--- src/rtl/elock_pkg.sv ---
// Shared types and defaults for the e-lock key entry front end.
// Imported by the debouncer and the key_entry top.
package elock_pkg;

  localparam int CODE_W          = 4;
  localparam int DEF_DEB_CYCLES  = 1000;
  localparam int DEF_HOLD_CYCLES = 4;
  localparam int DEF_MAX_TRIES   = 3;
  localparam int DEF_LOCK_CYCLES = 50000;

  typedef enum logic [1:0] {
    IDLE,
    PRESENT,
    OPEN,
    LOCKOUT
  } state_e;

endpackage

--- src/rtl/debounce.sv ---
// Two-flop synchronizer followed by a stability-count debouncer.
// The output only follows the input after DEB_CYCLES quiet samples.
module debounce
  import elock_pkg::*;
#(
  parameter int DEB_CYCLES = DEF_DEB_CYCLES
) (
  input  logic clk0,
  input  logic reset,
  input  logic raw_i,
  output logic stable_o
);

  localparam int CW =
    (DEB_CYCLES > 1) ? $clog2(DEB_CYCLES) : 1;
  localparam logic [CW-1:0] CNT_MAX =
    CW'(DEB_CYCLES - 1);

  logic          s1_q;
  logic          s2_q;
  logic          prev_q;
  logic          out_q;
  logic [CW-1:0] cnt_q;

  // Sync, restart the count on any change, accept once quiet.
  always_ff @(posedge clk0) begin
    if (!reset) begin
      s1_q   <= 1'b0;
      s2_q   <= 1'b0;
      prev_q <= 1'b0;
      out_q  <= 1'b0;
      cnt_q  <= '0;
    end else begin
      s1_q   <= raw_i;
      s2_q   <= s1_q;
      prev_q <= s2_q;
      if (s2_q != prev_q) begin
        cnt_q <= '0;
      end else if (cnt_q != CNT_MAX) begin
        cnt_q <= cnt_q + 1'b1;
      end else begin
        out_q <= s2_q;
      end
    end
  end

  assign stable_o = out_q;

endmodule

--- src/rtl/key_entry.sv ---
// Code-entry front end for the e-lock comparator: debounced inputs,
// timed confirm window, failure counting, lockout and re-programming.
module key_entry
  import elock_pkg::*;
#(
  parameter int DEB_CYCLES  = DEF_DEB_CYCLES,
  parameter int HOLD_CYCLES = DEF_HOLD_CYCLES,
  parameter int MAX_TRIES   = DEF_MAX_TRIES,
  parameter int LOCK_CYCLES = DEF_LOCK_CYCLES
) (
  input  logic              clk0,
  input  logic              reset,
  input  logic [CODE_W-1:0] sw,
  input  logic              btn_confirm,
  input  logic              btn_set,
  input  logic              succ,
  input  logic              defeat,
  output logic [CODE_W-1:0] code,
  output logic              yes,
  output logic              set,
  output logic              endmodi,
  output logic              open,
  output logic              locked_out,
  output logic [2:0]        fails
);

  localparam int HW =
    (HOLD_CYCLES > 1) ? $clog2(HOLD_CYCLES) : 1;
  localparam int LW =
    (LOCK_CYCLES > 1) ? $clog2(LOCK_CYCLES) : 1;
  localparam logic [HW-1:0] HOLD_MAX =
    HW'(HOLD_CYCLES - 1);
  localparam logic [LW-1:0] LOCK_MAX =
    LW'(LOCK_CYCLES - 1);
  localparam logic [2:0] TRIES = 3'(MAX_TRIES);

  logic [CODE_W-1:0] sw_db;
  logic              cfm_db;
  logic              set_db;
  logic              cfm_prev_q;
  logic              cfm;

  state_e            state_q, state_d;
  logic [HW-1:0]     hold_q, hold_d;
  logic [LW-1:0]     lock_q, lock_d;
  logic [2:0]        fails_q, fails_d;
  logic [2:0]        fails_inc;
  logic [CODE_W-1:0] code_q, code_d;
  logic              yes_q, yes_d;
  logic              set_q, set_d;
  logic              endm_q, endm_d;
  logic              open_q, open_d;
  logic              lko_q, lko_d;

  // A mismatch is simply the absence of succ.
  logic unused_defeat;
  assign unused_defeat = defeat;

  genvar g;
  for (g = 0; g < CODE_W; g++) begin : g_sw
    debounce #(.DEB_CYCLES(DEB_CYCLES)) u_sw (
      .clk0     (clk0),
      .reset    (reset),
      .raw_i    (sw[g]),
      .stable_o (sw_db[g])
    );
  end

  debounce #(.DEB_CYCLES(DEB_CYCLES)) u_cfm (
    .clk0     (clk0),
    .reset    (reset),
    .raw_i    (btn_confirm),
    .stable_o (cfm_db)
  );

  debounce #(.DEB_CYCLES(DEB_CYCLES)) u_set (
    .clk0     (clk0),
    .reset    (reset),
    .raw_i    (btn_set),
    .stable_o (set_db)
  );

  assign cfm = cfm_db & ~cfm_prev_q;

  // Next state, counters and registered output values.
  always_comb begin
    state_d   = state_q;
    hold_d    = hold_q;
    lock_d    = lock_q;
    fails_d   = fails_q;
    code_d    = code_q;
    endm_d    = 1'b1;
    fails_inc = (fails_q == 3'd7) ? 3'd7 : fails_q + 3'd1;
    unique case (state_q)
      IDLE: begin
        if (cfm) begin
          code_d  = sw_db;
          hold_d  = '0;
          state_d = PRESENT;
        end
      end
      PRESENT: begin
        if (hold_q == HOLD_MAX) begin
          if (succ) begin
            fails_d = 3'd0;
            state_d = OPEN;
          end else begin
            fails_d = fails_inc;
            if (fails_inc == TRIES) begin
              lock_d  = '0;
              state_d = LOCKOUT;
            end else begin
              state_d = IDLE;
            end
          end
        end else begin
          hold_d = hold_q + 1'b1;
        end
      end
      OPEN: begin
        code_d = sw_db;
        if (cfm && !set_db) begin
          endm_d  = 1'b0;
          state_d = IDLE;
        end
      end
      LOCKOUT: begin
        if (lock_q == LOCK_MAX) begin
          fails_d = 3'd0;
          state_d = IDLE;
        end else begin
          lock_d = lock_q + 1'b1;
        end
      end
      default: state_d = IDLE;
    endcase
    yes_d  = (state_d != PRESENT);
    open_d = (state_d == OPEN);
    lko_d  = (state_d == LOCKOUT);
    set_d  = (state_d == OPEN) & set_db;
  end

  // State, counter and output registers.
  always_ff @(posedge clk0) begin
    if (!reset) begin
      state_q    <= IDLE;
      hold_q     <= '0;
      lock_q     <= '0;
      fails_q    <= 3'd0;
      code_q     <= '0;
      yes_q      <= 1'b1;
      set_q      <= 1'b0;
      endm_q     <= 1'b0;
      open_q     <= 1'b0;
      lko_q      <= 1'b0;
      cfm_prev_q <= 1'b0;
    end else begin
      state_q    <= state_d;
      hold_q     <= hold_d;
      lock_q     <= lock_d;
      fails_q    <= fails_d;
      code_q     <= code_d;
      yes_q      <= yes_d;
      set_q      <= set_d;
      endm_q     <= endm_d;
      open_q     <= open_d;
      lko_q      <= lko_d;
      cfm_prev_q <= cfm_db;
    end
  end

  assign code       = code_q;
  assign yes        = yes_q;
  assign set        = set_q;
  assign endmodi    = endm_q;
  assign open       = open_q;
  assign locked_out = lko_q;
  assign fails      = fails_q;

endmodule

--- config.mk ---
export PLATFORM = sky130hd
export DESIGN_NAME = key_entry
export DESIGN_NICKNAME = d
export VERILOG_FILES = /design/src/rtl/elock_pkg.sv /design/src/rtl/debounce.sv /design/src/rtl/key_entry.sv
export SDC_FILE = /design/constraint.sdc
export NUM_CORES = 1
export LEC_CHECK = 0
export CAP_MARGIN = 15
export CORE_AREA = 5 5 111 113
export CTS_CLUSTER_SIZE = 25
export DETAILED_ROUTE_END_ITERATION = 8
export DIE_AREA = 0 0 116 118
export PLACE_DENSITY = 0.62
export SYNTH_ARGS = -nofsm -noshare
export SYNTH_HDL_FRONTEND = slang
export SYNTH_HIERARCHICAL = 1
export SYNTH_SLANG_ARGS = --single-unit
--- constraint.sdc ---
create_clock -name clk0 -period 2.21 [get_ports clk0]
set_input_delay 0.442 -clock clk0 [delete_from_list [all_inputs] [get_ports clk0]]
set_output_delay 0.442 -clock clk0 [all_outputs]
set_load 0.1 [all_outputs]
==> After elaboration in Yosys (flattened, before gate mapping) <==
Index checks and enable logic that the tools add are counted.
{ "word_totals": {"ff_bits": 117, "in_bits": 10} }
{ "classes": {"add_sub_neg": 9, "n_eq_ne": 29, "mux": 24, "n_bitwise": 16, "reduce_logical": 22} }
{ "op_table": {"columns": ["operator", "count"], "rows": [
  ["2-to-1 mux 16 bit", 4],
  ["adder 10 x 1 -> 10 bit, second input constant", 6],
  ["inequality test 10 bit, second input constant", 6],
  ["case mux 16 bit (2 select lines)", 1],
  ["adder 16 x 1 -> 16 bit, second input constant", 1],
  ["equality test 16 bit, second input constant", 1],
  ["2-to-1 mux 2 bit", 8],
  ["inequality test 2 bit, second input constant", 7],
  ["inverter 1 bit", 14],
  ["AND reduction 2 bit", 7],
  ["2-to-1 mux 3 bit", 4],
  ["OR reduction 2 bit", 6],
  ["equality test 2 bit, second input constant", 5],
  ["case mux 2 bit (4 select lines)", 1],
  ["case mux 4 bit (2 select lines)", 1],
  ["inequality test 1 bit", 6],
  ["case mux 3 bit (2 select lines)", 1],
  ["AND reduction 3 bit", 2],
  ["nonzero test 2 bit", 3],
  ["AND reduction 5 bit", 1],
  ["2-to-1 mux 4 bit", 1],
  ["case mux 2 bit (2 select lines)", 1],
  ["adder 3 x 1 -> 3 bit, second input constant", 1],
  ["equality test 3 x 2 -> 1 bit, second input constant", 1],
  ["other kinds (9)", 11]
]} }

==> Depth between registers and ports, before layout <==
{ "depth": {"ltp_word": 9, "ltp_mapped": 6, "ltp_nobuf": 6} }

==> Cells and area by module <==
The synthesis kept the hierarchy.
{ "by_module_without_submodules": {"columns": ["mod", "n_inst", "cells_each", "area_each_um2", "seq_area_each_um2"], "rows": [
  ["debounce", 6, 70, 621.8, 280.3],
  ["key_entry", 1, 162, 1532.7, 660.6]
]} }

==> Worst setup path before layout <==
Ideal clock, no wire load.
{ "synth_timing": {"path_type": "register -> register", "from": "reg fails_q[0], in the netlist fails[0]", "to": "reg lock_q[10]", "setup_time_ps": 117, "arrival_time_ps": 2246, "t_required_ps": 2093, "slack_ps": -153, "path_stages_with_launch": 6, "path_cell_list": "dfxtp_1 > ha_1 > or4b_4 > o21ai_2 > buf_2 > nor2_1"} }
{ "synth_via": {"elab_chain_len": 5} }
{ "synth_rtl": {"columns": ["item", "line", "rtl"], "rows": [
  ["from (decl)", "key_entry.sv:46", "logic [2:0] fails_q, fails_d;"],
  ["from (signal assigned)", "key_entry.sv:161", "fails_q <= fails_d;"],
  ["adder 3 x 1 -> 3 bit / equality test 3 bit (equally long branches)", "key_entry.sv:93", "fails_inc = (fails_q == 3'd7) ? 3'd7 : fails_q + 3'd1;"],
  ["2-to-1 mux 3 bit (*)", "key_entry.sv:93", null],
  ["equality test 3 x 2 -> 1 bit (*)", "key_entry.sv:109", "if (fails_inc == TRIES) begin"],
  ["inequality test 2 bit (no line) (*)", null, null],
  ["AND reduction 5 bit (no line) (*)", null, null],
  ["to (signal assigned)", "key_entry.sv:160", "lock_q <= lock_d;"],
  ["to (decl)", "key_entry.sv:45", "logic [LW-1:0] lock_q, lock_d;"]
]} }
Mark *: on every way between the ends. The rest lies on a longest branch, timed or not.
A chain may end at the register's enable or synchronous reset.

==> Worst setup path after layout <==
{ "layout_timing": {"from": "reg state_q[0]", "to": "reg lock_q[15]"} }
{ "layout_via": {"elab_chain_len": 3} }
{ "layout_rtl": {"columns": ["item", "line", "rtl"], "rows": [
  ["from (decl)", "key_entry.sv:43", "state_e state_q, state_d;"],
  ["from (signal assigned)", "key_entry.sv:158", "state_q <= state_d;"],
  ["equality test 2 bit / equality test 2 x 1 -> 1 bit (equally long branches)", "key_entry.sv:94", "unique case (state_q)"],
  ["inequality test 2 bit (no line) / nonzero test 2 bit (equally long branches)", null, null],
  ["AND reduction 5 bit (no line)", null, null]
]} }
Parallel ways exist; a longest one is shown, timed or not.

==> flow_summary.json <==
{
  "crit_type": "reg2reg",
  "cts_tree": "built",
  "hold_viol": 0,
  "clockBufferDepth": 2,
  "cts_root_buf": "clkbuf_16",
  "diodes": 0,
  "r2r_cells": 6,
  "setup_viol": 0,
  "worst_pin_slew_ns": 0.490,
  "routed_wl_um": 10100,
  "worstPathArrival_ns": 2.06,
  "ys.flop_type": "dfxtp_1",
  "path_cells": "nor2b_1 > and3b_1 > inv_1 > o21ai_2 > buf_4 > nor2_1",
  "synth_compound_area_frac": 0.144,
  "die-area_sq_um": 13700,
  "crit_path_start_kind": "flip-flop",
  "clk_latency_ns": 0.41,
  "reg2reg_setup_slack_ns": 0.44,
  "timing.rr.end": "lock_q[15]",
  "die_y_um": 118,
  "multiInputGateArea_sq_um": 2770,
  "die_w_um": 116,
  "power_density_nw_per_um2": 793,
  "nets": 631,
  "ys_seq_area_frac": 0.445,
  "final.setup.tns_ns": 0,
  "rr_startpoint": "state_q[0]",
  "drtIter0Drc": 246,
  "fillers": 1011,
  "async_flop_share": 0,
  "yosys_warnings": 6,
  "crit_buf_inv": 2,
  "dpl.hpwl_um": 6980,
  "crit_slowest_cell": "dfxtp_1",
  "synth_xor_area_frac": 0.0449,
  "grt_setup_unrepaired": "false",
  "rows": 39,
  "irDropWorstVdd_mv": 0.630,
  "worstHoldStart": "g_sw[2].u_sw/s1_q",
  "ios": 22,
  "dp.cells": 736,
  "synth_mux_area_frac": 0.0228,
  "ys_types": 52,
  "synth_most_common_cell": "dfxtp_1",
  "core_sq_um": 11200,
  "route.detailed.drc": 0,
  "synth_edf_count": 0,
  "ys_top_cells_by_area": "dfxtp_1, nand3_1, o31ai_1, a21oi_1, nor2_1",
  "register_area_sq_um": 2340,
  "maxSlewViolCount": 0,
  "crit_family": "simple AND/OR/NAND/NOR gates",
  "yosysTopAreaCellShare": 0.445,
  "hold_class": "reg2reg",
  "skew_ns": 0.00789,
  "min_to": "g_sw[2].u_sw/s2_q",
  "fin_crit_sh": 0.800,
  "finalInstanceArea_sq_um": 6120,
  "detail-route-antenna-nets": 0,
  "syn-num-nets": 601,
  "synthAdderAreaFrac": 0.0214,
  "grtUsageTotal": 0.160,
  "final_cells": 766,
  "synth_common_cells": "dfxtp_1, nand3_1, nor2_1",
  "antenna_found_initial": 0,
  "start_util": 0.469,
  "clock_sinks": 117,
  "syn_to_final_growth_pct": 16.4,
  "crit_path_end_kind": "flip-flop",
  "max_slew_margin": 0.674,
  "critPathLaunch": "state_q[0]",
  "cts_setup_buffers": 0,
  "dpl_cell_area_sq_um": 5590,
  "vias_per_cell": 5.53,
  "routabilityCongestion": 0.754,
  "grt_max_degree": 27,
  "synth_area_per_cell_sq_um": 9.04,
  "htreeDepth": 4,
  "synth_top_family_by_area": "simple AND/OR/NAND/NOR gates",
  "fmax_mhz": 566,
  "grt_first_pass_wirelength_um": 18100,
  "vias": 4235,
  "critPathMaxStageDelay_ns": 0.58,
  "synthSimpleGateAreaFrac": 0.293,
  "finalPower_uw": 4860,
  "crit_fanout": 16,
  "layout-drive-gt1-share": 0.108,
  "critPathRequiredTime_ns": 2.50,
  "first_pass_iters": 4,
  "post_synth_inst_count": 582,
  "maxCapViolCount": 0,
  "cts_buffers": 17,
  "run_status": "completed",
  "synth_seq_cells": 117,
  "leakage_uw": 0.00206,
  "period_minus_slack_ns": 1.77,
  "wl_per_cell_um": 13.1,
  "io_buffers": 20,
  "hold_buffers": 0,
  "yosysTopAreaCell": "dfxtp_1",
  "grt_overflow": 0,
  "synth.cell_area_sq_um": 5260,
  "first_global_vias": 4139,
  "ctsResizeCount": 0,
  "path_clk_slew_ns": 0.05,
  "hold_path_depth": 1
}
==> state kept, by name (all words and copies together), names as in the netlist, 2 cells and up <==
name and cells:
g_sw.u_sw/s2_q 4, code 4, fails 3, g_sw.u_sw/cnt_q 40, u_set/cnt_q 10, hold_q 2
g_sw.u_sw/prev_q 4, state_q 2, u_cfm/cnt_q 10, lock_q 16, g_sw.u_sw/stable_o 4, g_sw.u_sw/s1_q 4
==> cell type report <==
cell class,instances,share of cell area
timing repair buffer,26,0.0343
sequential,117,0.383
multi-input combinational,427,0.452
clock buffer,25,0.0793
clock inverter,5,0.00817
inverter,23,0.0141
tap,143,0.0292
==> layer usage <==
| layer | vias up | global-route usage | wire, um |
|---|---|---|---|
| met3 | 13 | 0.0560 | 269 |
| met4 | 0 | 0.0616 | 137 |
| met5 | - | 0 | 0 |
| met2 | 47 | 0.254 | 4790 |
| met1 | 1975 | 0.197 | 4870 |
| li1 | 2200 | - | - |
==> stage by stage <==
step	hold WS (ns)	setup WS, ns	util
floorplan	0.412	0.202	-
global placement	0.415	0.390	0.498
detailed placement	0.419	0.360	0.498
CTS	0.431	0.440	0.546
global route	0.452	0.290	0.546
finish	0.429	0.443	0.546
==> logic make-up after synthesis <==
logic type	Yosys count
buffers and inverters	38
adders and majority gates	9
xor gates and xnor gates	27
AOI/OAI and AO/OA	109
and+or+nand+nor	270
DFF	117
muxes	12
==> worst max-delay path by stage <==
| stage | slack [ns] | cells after the start | to |
|---|---|---|---|
| floorplan | 0.20 | 5 | lock_q[10] |
| global placement | 0.39 | 6 | lock_q[0] |
| detailed placement | 0.36 | 6 | lock_q[15] |
| CTS | 0.44 | 6 | lock_q[15] |
| global route | 0.29 | 6 | lock_q[6] |
| finish | 0.44 | 6 | lock_q[15] |
==> power breakdown <==
part | internal, uW | switching, uW | total [uW]
Combinational | 71.0 | 108 | 179
Sequential | 2160 | 38.6 | 2190
Clock | 1610 | 873 | 2480
==> worst reg2reg max path, delay by kind of cell, from the launching register on <==
family | cells | cell delay [ns]
AOI/OAI and AO/OA | 1 | 0.10
buffers and inverters | 2 | 0.29
DFF | 1 | 0.58
and+or+nand+nor | 3 | 0.69
==> cells in the final DEF, fill, tap and decap left out, types with 3 or more instances in the layout <==
master,count
dfxtp_1,115
nand3_1,48
nor2_1,44
nand2_1,39
a21oi_1,33
o31ai_1,24
inv_1,23
and2_1,20
buf_4,18
clkbuf_16,17
nand4_1,15
xor2_1,15
o21ai_0,15
xnor2_1,12
mux2i_1,12
nor3_1,12
or4_1,12
or3_1,12
and3_1,10
ha_1,9
nor2b_1,8
nand2b_1,8
nor4_1,7
clkdlybuf4s50_1,7
or3b_1,6
o311ai_0,6
o21ba_2,6
nor3b_1,6
or4b_1,6
a22oi_1,6
nand3b_1,6
o2111ai_1,6
clkbuf_1,5
clkinv_2,4
clkbuf_8,3
Note: power is estimated with default switching activity, not from simulation.
